$ cat src/rtl/tpu_stream_core_if.sv
// rtl/tpu_stream_core_if.sv - pin-level byte stream bundle for tpu_stream_core
interface tpu_stream_core_if;
    logic [7:0] din;
    logic       wr;
    logic       rd;
    logic       acc;
    logic       clr;
    logic [7:0] dout;
    logic       dout_valid;
    logic       res_ready;
    logic       busy;

    modport master (
        output din, wr, rd, acc, clr,
        input  dout, dout_valid, res_ready, busy
    );

    modport slave (
        input  din, wr, rd, acc, clr,
        output dout, dout_valid, res_ready, busy
    );
endinterface

$ cat src/rtl/tpu_stream_core.sv
// rtl/tpu_stream_core.sv - byte-serial NxN matrix multiply/accumulate core; TPU_STREAM_SATURATE_EN selects saturating accumulate
module tpu_stream_core #(
    parameter int N        = 2,
    parameter int EW       = 4,
    parameter int AW       = 12,
    parameter int OUT_HOLD = 6
) (
    input  logic             clk,
    input  logic             rst,
    tpu_stream_core_if.slave bus
);
    localparam int NN = N * N;
    localparam int IW = $clog2(N);
    localparam int LW = $clog2(NN);
    localparam int PW = 2 * EW + $clog2(N);
    localparam int NB = (AW + 7) / 8;
    localparam int BW = (NB > 1) ? $clog2(NB) : 1;
    localparam int HW = (OUT_HOLD > 1) ? $clog2(OUT_HOLD) : 1;

    localparam logic [IW-1:0] LAST_N    = IW'(N - 1);
    localparam logic [LW-1:0] LAST_E    = LW'(NN - 1);
    localparam logic [BW-1:0] LAST_B    = BW'(NB - 1);
    localparam logic [HW-1:0] HOLD_INIT = HW'(OUT_HOLD - 1);

    typedef enum logic [1:0] {LOAD_A, LOAD_B, COMPUTE, READY} state_t;

    state_t state, state_n;

    // Strobe bits packed as {clr, acc, rd, wr}
    logic [3:0] s1, s2, s3, edge_p;
    logic       clr_p, acc_p, rd_p, wr_p;

    logic [LW-1:0] ld_idx, e_idx;
    logic [IW-1:0] i_c, j_c, k_c;
    logic [BW-1:0] b_idx;
    logic [HW-1:0] hold_cnt;
    logic [PW-1:0] psum;
    logic          acc_mode, res_ready, dout_valid;
    logic [7:0]    dout;

    logic [EW-1:0] a_mem [NN];
    logic [EW-1:0] b_mem [NN];
    logic [AW-1:0] acc_mem [NN];

    logic [LW-1:0]     a_idx, bm_idx, c_idx;
    logic [2*EW-1:0]   prod;
    logic [PW-1:0]     sum;
    logic [AW-1:0]     commit_ext, acc_new, commit_val;
    logic [AW:0]       acc_sum;
    logic [NB*8-1:0]   out_word, out_shift;
    logic [7:0]        out_byte;
    logic              last_mac, rd_take, hold_done, ld_last;
    logic              unused_din;

    assign unused_din = ^bus.din;

    always_ff @(posedge clk or negedge rst) begin
        if (!rst) begin
            s1 <= '0;
            s2 <= '0;
            s3 <= '0;
        end else begin
            s1 <= {bus.clr, bus.acc, bus.rd, bus.wr};
            s2 <= s1;
            s3 <= s2;
        end
    end

    assign edge_p = s2 & ~s3;
    assign clr_p  = edge_p[3];
    assign acc_p  = edge_p[2] & ~clr_p;
    assign rd_p   = edge_p[1] & ~clr_p;
    assign wr_p   = edge_p[0] & ~clr_p;

    always_comb begin
        a_idx      = LW'(i_c) * LW'(N) + LW'(k_c);
        bm_idx     = LW'(k_c) * LW'(N) + LW'(j_c);
        c_idx      = LW'(i_c) * LW'(N) + LW'(j_c);
        prod       = {{EW{1'b0}}, a_mem[a_idx]} * {{EW{1'b0}}, b_mem[bm_idx]};
        sum        = ((k_c == '0) ? '0 : psum) + PW'(prod);
        commit_ext = AW'(sum);
        acc_sum    = {1'b0, acc_mem[c_idx]} + {1'b0, commit_ext};
`ifdef TPU_STREAM_SATURATE_EN
        acc_new    = acc_sum[AW] ? '1 : acc_sum[AW-1:0];
`else
        acc_new    = acc_sum[AW-1:0];
`endif
        commit_val = acc_mode ? acc_new : commit_ext;
        last_mac   = (i_c == LAST_N) && (j_c == LAST_N) && (k_c == LAST_N);
        out_word   = (NB*8)'(acc_mem[e_idx]);
        out_shift  = out_word >> {b_idx, 3'b000};
        out_byte   = out_shift[7:0];
        rd_take    = rd_p && res_ready && !dout_valid;
        hold_done  = dout_valid && (hold_cnt == '0);
        ld_last    = (ld_idx == LAST_E);
    end

    always_ff @(posedge clk or negedge rst) begin
        if (!rst) state <= LOAD_A;
        else      state <= state_n;
    end

    always_comb begin
        state_n = state;
        if (clr_p) begin
            state_n = LOAD_A;
        end else begin
            case (state)
                LOAD_A:  if (wr_p && ld_last) state_n = LOAD_B;
                LOAD_B:  if (wr_p && ld_last) state_n = COMPUTE;
                COMPUTE: if (last_mac) state_n = READY;
                READY:   if (!res_ready && hold_done) state_n = LOAD_A;
                default: state_n = LOAD_A;
            endcase
        end
    end

    // Operand storage needs no reset: it is always rewritten before COMPUTE reads it
    always_ff @(posedge clk) begin
        if (wr_p && state == LOAD_A) a_mem[ld_idx] <= bus.din[EW-1:0];
        if (wr_p && state == LOAD_B) b_mem[ld_idx] <= bus.din[EW-1:0];
    end

    always_ff @(posedge clk or negedge rst) begin
        if (!rst) begin
            ld_idx     <= '0;
            e_idx      <= '0;
            i_c        <= '0;
            j_c        <= '0;
            k_c        <= '0;
            b_idx      <= '0;
            hold_cnt   <= '0;
            psum       <= '0;
            acc_mode   <= 1'b0;
            res_ready  <= 1'b0;
            dout_valid <= 1'b0;
            dout       <= '0;
            for (int e = 0; e < NN; e++) acc_mem[e] <= '0;
        end else if (clr_p) begin
            ld_idx     <= '0;
            e_idx      <= '0;
            i_c        <= '0;
            j_c        <= '0;
            k_c        <= '0;
            b_idx      <= '0;
            hold_cnt   <= '0;
            psum       <= '0;
            acc_mode   <= 1'b0;
            res_ready  <= 1'b0;
            dout_valid <= 1'b0;
            for (int e = 0; e < NN; e++) acc_mem[e] <= '0;
        end else begin
            if (acc_p) acc_mode <= 1'b1;
            case (state)
                LOAD_A, LOAD_B: begin
                    if (wr_p) ld_idx <= ld_last ? '0 : ld_idx + LW'(1);
                end
                COMPUTE: begin
                    psum <= sum;
                    if (k_c == LAST_N) begin
                        k_c            <= '0;
                        acc_mem[c_idx] <= commit_val;
                        if (j_c == LAST_N) begin
                            j_c <= '0;
                            i_c <= (i_c == LAST_N) ? '0 : i_c + IW'(1);
                        end else begin
                            j_c <= j_c + IW'(1);
                        end
                    end else begin
                        k_c <= k_c + IW'(1);
                    end
                    if (last_mac) res_ready <= 1'b1;
                end
                READY: begin
                    if (rd_take) begin
                        dout       <= out_byte;
                        dout_valid <= 1'b1;
                        hold_cnt   <= HOLD_INIT;
                        if (b_idx == LAST_B) begin
                            b_idx <= '0;
                            if (e_idx == LAST_E) begin
                                e_idx     <= '0;
                                res_ready <= 1'b0;
                            end else begin
                                e_idx <= e_idx + LW'(1);
                            end
                        end else begin
                            b_idx <= b_idx + BW'(1);
                        end
                    end else if (dout_valid) begin
                        if (hold_cnt == '0) dout_valid <= 1'b0;
                        else                hold_cnt   <= hold_cnt - HW'(1);
                    end
                end
                default: ;
            endcase
        end
    end

    assign bus.dout       = dout;
    assign bus.dout_valid = dout_valid;
    assign bus.res_ready  = res_ready;
    assign bus.busy       = (state == COMPUTE);
endmodule

$ cat src/flat_wrapper.sv
// flat-port wrapper written by rule: the top's interface ports become plain ports
module tpu_stream_core_flat 
#(
    parameter int N        = 2,
    parameter int EW       = 4,
    parameter int AW       = 12,
    parameter int OUT_HOLD = 6
)
  (clk, rst, bus_din, bus_wr, bus_rd, bus_acc, bus_clr, bus_dout, bus_dout_valid, bus_res_ready, bus_busy);
  tpu_stream_core_if bus_i ();
  input  logic clk;
  input  logic rst;
  input wire logic [$bits(bus_i.din)-1:0] bus_din;
  input wire logic [$bits(bus_i.wr)-1:0] bus_wr;
  input wire logic [$bits(bus_i.rd)-1:0] bus_rd;
  input wire logic [$bits(bus_i.acc)-1:0] bus_acc;
  input wire logic [$bits(bus_i.clr)-1:0] bus_clr;
  output wire logic [$bits(bus_i.dout)-1:0] bus_dout;
  output wire logic [$bits(bus_i.dout_valid)-1:0] bus_dout_valid;
  output wire logic [$bits(bus_i.res_ready)-1:0] bus_res_ready;
  output wire logic [$bits(bus_i.busy)-1:0] bus_busy;
  assign bus_i.din = bus_din;
  assign bus_i.wr = bus_wr;
  assign bus_i.rd = bus_rd;
  assign bus_i.acc = bus_acc;
  assign bus_i.clr = bus_clr;
  assign bus_dout = bus_i.dout;
  assign bus_dout_valid = bus_i.dout_valid;
  assign bus_res_ready = bus_i.res_ready;
  assign bus_busy = bus_i.busy;
  tpu_stream_core #(.N(N), .EW(EW), .AW(AW), .OUT_HOLD(OUT_HOLD)) u_core (.clk(clk), .rst(rst), .bus(bus_i));
endmodule
$ cat config.mk
export PLATFORM = sky130hd
export DESIGN_NAME = tpu_stream_core_flat
export DESIGN_NICKNAME = d
export VERILOG_FILES = /design/src/rtl/tpu_stream_core_if.sv /design/src/rtl/tpu_stream_core.sv /design/src/flat_wrapper.sv
export SDC_FILE = /design/constraint.sdc
export NUM_CORES = 1
export LEC_CHECK = 0
export CORE_MARGIN = 2
export CORE_UTILIZATION = 25
export CTS_BUF_LIST = sky130_fd_sc_hd__clkbuf_2 sky130_fd_sc_hd__clkbuf_4 sky130_fd_sc_hd__clkbuf_8
export DETAILED_ROUTE_END_ITERATION = 7
export PLACE_DENSITY = 0.45
export SKIP_CTS_REPAIR_TIMING = 1
export SYNTH_ARGS = -nofsm -noshare
export SYNTH_HDL_FRONTEND = slang
export SYNTH_SLANG_ARGS = --single-unit
export TNS_END_PERCENT = 50
$ cat constraint.sdc
create_clock -name clk -period 5.8 [get_ports clk]
set_input_delay 0.87 -clock clk [delete_from_list [all_inputs] [get_ports clk]]
set_output_delay 0.87 -clock clk [all_outputs]
set_load 0.05 [all_outputs]
==> results_dict.tcl <==
set metrics [dict create \
    status "complete, no violations" \
    drt_iter0_drc 242 \
    antenna_left 0 \
    path_buf_inv 1 \
    htreeDepth 4 \
    slowest_stage "mux4_2" \
    routed_wl_um 16800 \
    drcViolationCount 0 \
    regToRegSetupSlack_ns 0.40 \
    async_flop_share_pct 74.4 \
    worst_slew_pin_slew_ns 1.19 \
    core-area_um2 27000 \
    synth_most_common_cell "dfrtp_1" \
    grt_max_degree 81 \
    synth_seq_cells 125 \
    dpl.hpwl_um 12100 \
    synth_common_cells "dfrtp_1, nand2_1, o21ai_0, ha_1, edfxtp_1" \
    drtPass1Iterations 4 \
    period_share_pct 93.0 \
    synth.largest_area_cell "dfrtp_1" \
    rsz0062_at_grt "false" \
    synth_area_leaders "dfrtp_1, edfxtp_1, mux4_2" \
    cp-startpoint "u_core.k_c" \
    cpMostUsedCell "fa_1" \
    antenna_cells 0 \
    cp_top_family "adder cells" \
    maxSlewHeadroom_pct 20.1 \
    worstSkewPairLatency_ns 0.45 \
    synth_cells 589 \
    cts-root-buf "clkbuf_8" \
    ys_types 54 \
    critPathKind "reg -> reg" \
    finalSetupViolations 0 \
    vias_per_cell 4.80 \
    final_util_pct 29.7 \
    syn2layout_area_growth_pct 16.8 \
    cp_max_fo 7 \
    synthesis.nets 651 \
    cp.required_ns 6.13 \
    yosys_warnings 0 \
    dieArea_um2 28700 \
    fin_skew_ns 0.0174 \
    crit_cells 18 \
    fin_nets 680 \
    antenna_found_initial 0 \
    cts_buffers 17 \
    fp.dieH_um 169 \
    grt_pass1_wl_um 27700 \
    cpPeakStageDelay_ns 0.58 \
    syn_area_per_cell_um2 11.6 \
    cp-start-kind "register" \
    ys.flop_type "dfrtp_1" \
    syn_area_um2 6850 \
    cts_tree "built" \
    yosysSeqAreaShare_pct 48.0 \
    cap_violations 0 \
    min_period_ns 5.40 \
    r2r-end "u_core.acc_mem[44]" \
    arrival_ns 5.73 \
    finalSetupTns_ns 0 \
    r2r_start "u_core.k_c" \
    rr_worst_depth 18 \
    hp-class "in -> async" \
    place.gp.congestion 0.795 \
    vias 4662 \
    synth_top_cell_area_share_pct 34.0 \
    hold_violations 0 \
    track_usage_pct 12.6 \
    p_per_area_nw_per_um2 445 \
    gr-total-overflow 0 \
    initial_core_util_pct 25.4 \
    wire_per_inst_um 17.2 \
    die_x_um 169 \
    clk_path_buf_depth 2 \
    clkTransAtPathRegs_ns 0.08 \
    port_buffers 20 \
    drive_above_1_share_pct 16.3 \
    clock_sinks 125 \
    synth-edff-count 32 \
    slew_viol_final 0 \
    p_leak_nw 3.28 \
    path_cells "mux4_2 > nand2_1 > fa_1 > fa_1 > fa_1 > inv_1 > ha_2 > a21oi_2 > and2b_2 > nor2_1 > xnor2_1 > ha_2 > nand3_1 > o211ai_1 > o41ai_2 > xor2_1 > mux2i_2 > a22o_1" \
    grt_pass1_vias 5105 \
    peakVddDrop_v 0.000213 \
    fmax_mhz 185 \
    rows 60 \
    end_kind "register" \
    power_mw 3.55 \
    io_pins 25 \
]
[area by class of cell]
class                   count  area (um2)
inverters                  30         113
fillers                  2701       19000
clock buffers              18         241
well taps                 341         427
flip-flops and latches    125        3290
repair buffers             36         318
clock inverters            14         243
multi-input cells         408        3360
[power by group]
part / internal, mW / leakage, nW / switching, mW
clock: 0.561 / 0.234 / 0.358
combinational: 0.649 / 1.51 / 0.962
sequential: 0.970 / 1.54 / 0.0550
[how the worst max path moves through the flow]
stage / to
after global placement: u_core.acc_mem[23]
after CTS: u_core.acc_mem[23]
final: u_core.acc_mem[44]
after detailed placement: u_core.acc_mem[23]
after global routing: u_core.acc_mem[23]
after floorplan: u_core.acc_mem[44]
[layout by cell type, fill, tap and decap left out, types with 5 or more instances in the layout]
cell / Yosys / routed
nor2_1: 28 / 28
o21ai_0: 50 / 48
xor2_1: 7 / 7
inv_1: 29 / 29
buf_4: 1 / 17
a21oi_2: 3 / 5
xnor2_1: 11 / 10
dfrtp_1: 93 / 91
clkbuf_8: 0 / 17
clkdlybuf4s50_1: 0 / 19
and2_1: 26 / 26
fa_1: 10 / 10
a22o_1: 11 / 11
mux4_2: 31 / 31
nand2_1: 75 / 75
mux2i_1: 17 / 17
nand3_1: 11 / 11
a21oi_1: 23 / 21
clkinv_4: 0 / 5
a211oi_1: 6 / 5
ha_1: 38 / 36
nand2b_1: 7 / 7
bufinv_16: 0 / 6
edfxtp_1: 32 / 32
[metal layers]
| metal | GRT usage, % | wire [um] | share of wire [%] |
|---|---|---|---|
| met2 | 22.1 | 8600 | 51 |
| met1 | 15.2 | 7200 | 43 |
| met3 | 2.61 | 614 | 3.7 |
| met5 | 0 | 0 | 0 |
| met4 | 4.94 | 348 | 2.1 |
[cell families (layout without fill, tap and decap cells)]
kind of cell	after synthesis	after routing	share of synthesized area, %
AO/OA/AOI/OAI	123	123	11.5
flip-flops	125	125	48.0
adder cells (fa/ha/maj)	48	48	9.87
AND/OR/NAND/NOR	169	169	11.7
buffers and inverters	56	98	3.33
multiplexers	50	50	13.3
XOR/XNOR	18	18	2.30
[through the flow]
step	hold WS, ns	area [um2]	worst slack (ns)	cells
after global routing	0.245	7990	0.0701	972
after CTS	0.243	7960	0.114	971
after detailed placement	0.336	7470	0.126	939
after floorplan	0.331	6850	0.549	589
final	0.270	7990	0.405	972
after global placement	0.335	7470	0.135	939
[flip-flops by register name, indices dropped and copies added, names as in the netlist, 2 cells and up]
name,count
u_core.psum,9
u_core.e_idx,2
u_core.a_mem,16
u_core.ld_idx,2
u_core.acc_mem,48
u_core.bus.dout,8
u_core.state,2
u_core.s1,4
u_core.hold_cnt,3
u_core.s2,4
u_core.b_mem,16
u_core.s3,4
No activity file was read; power rests on OpenSTA's default activity.
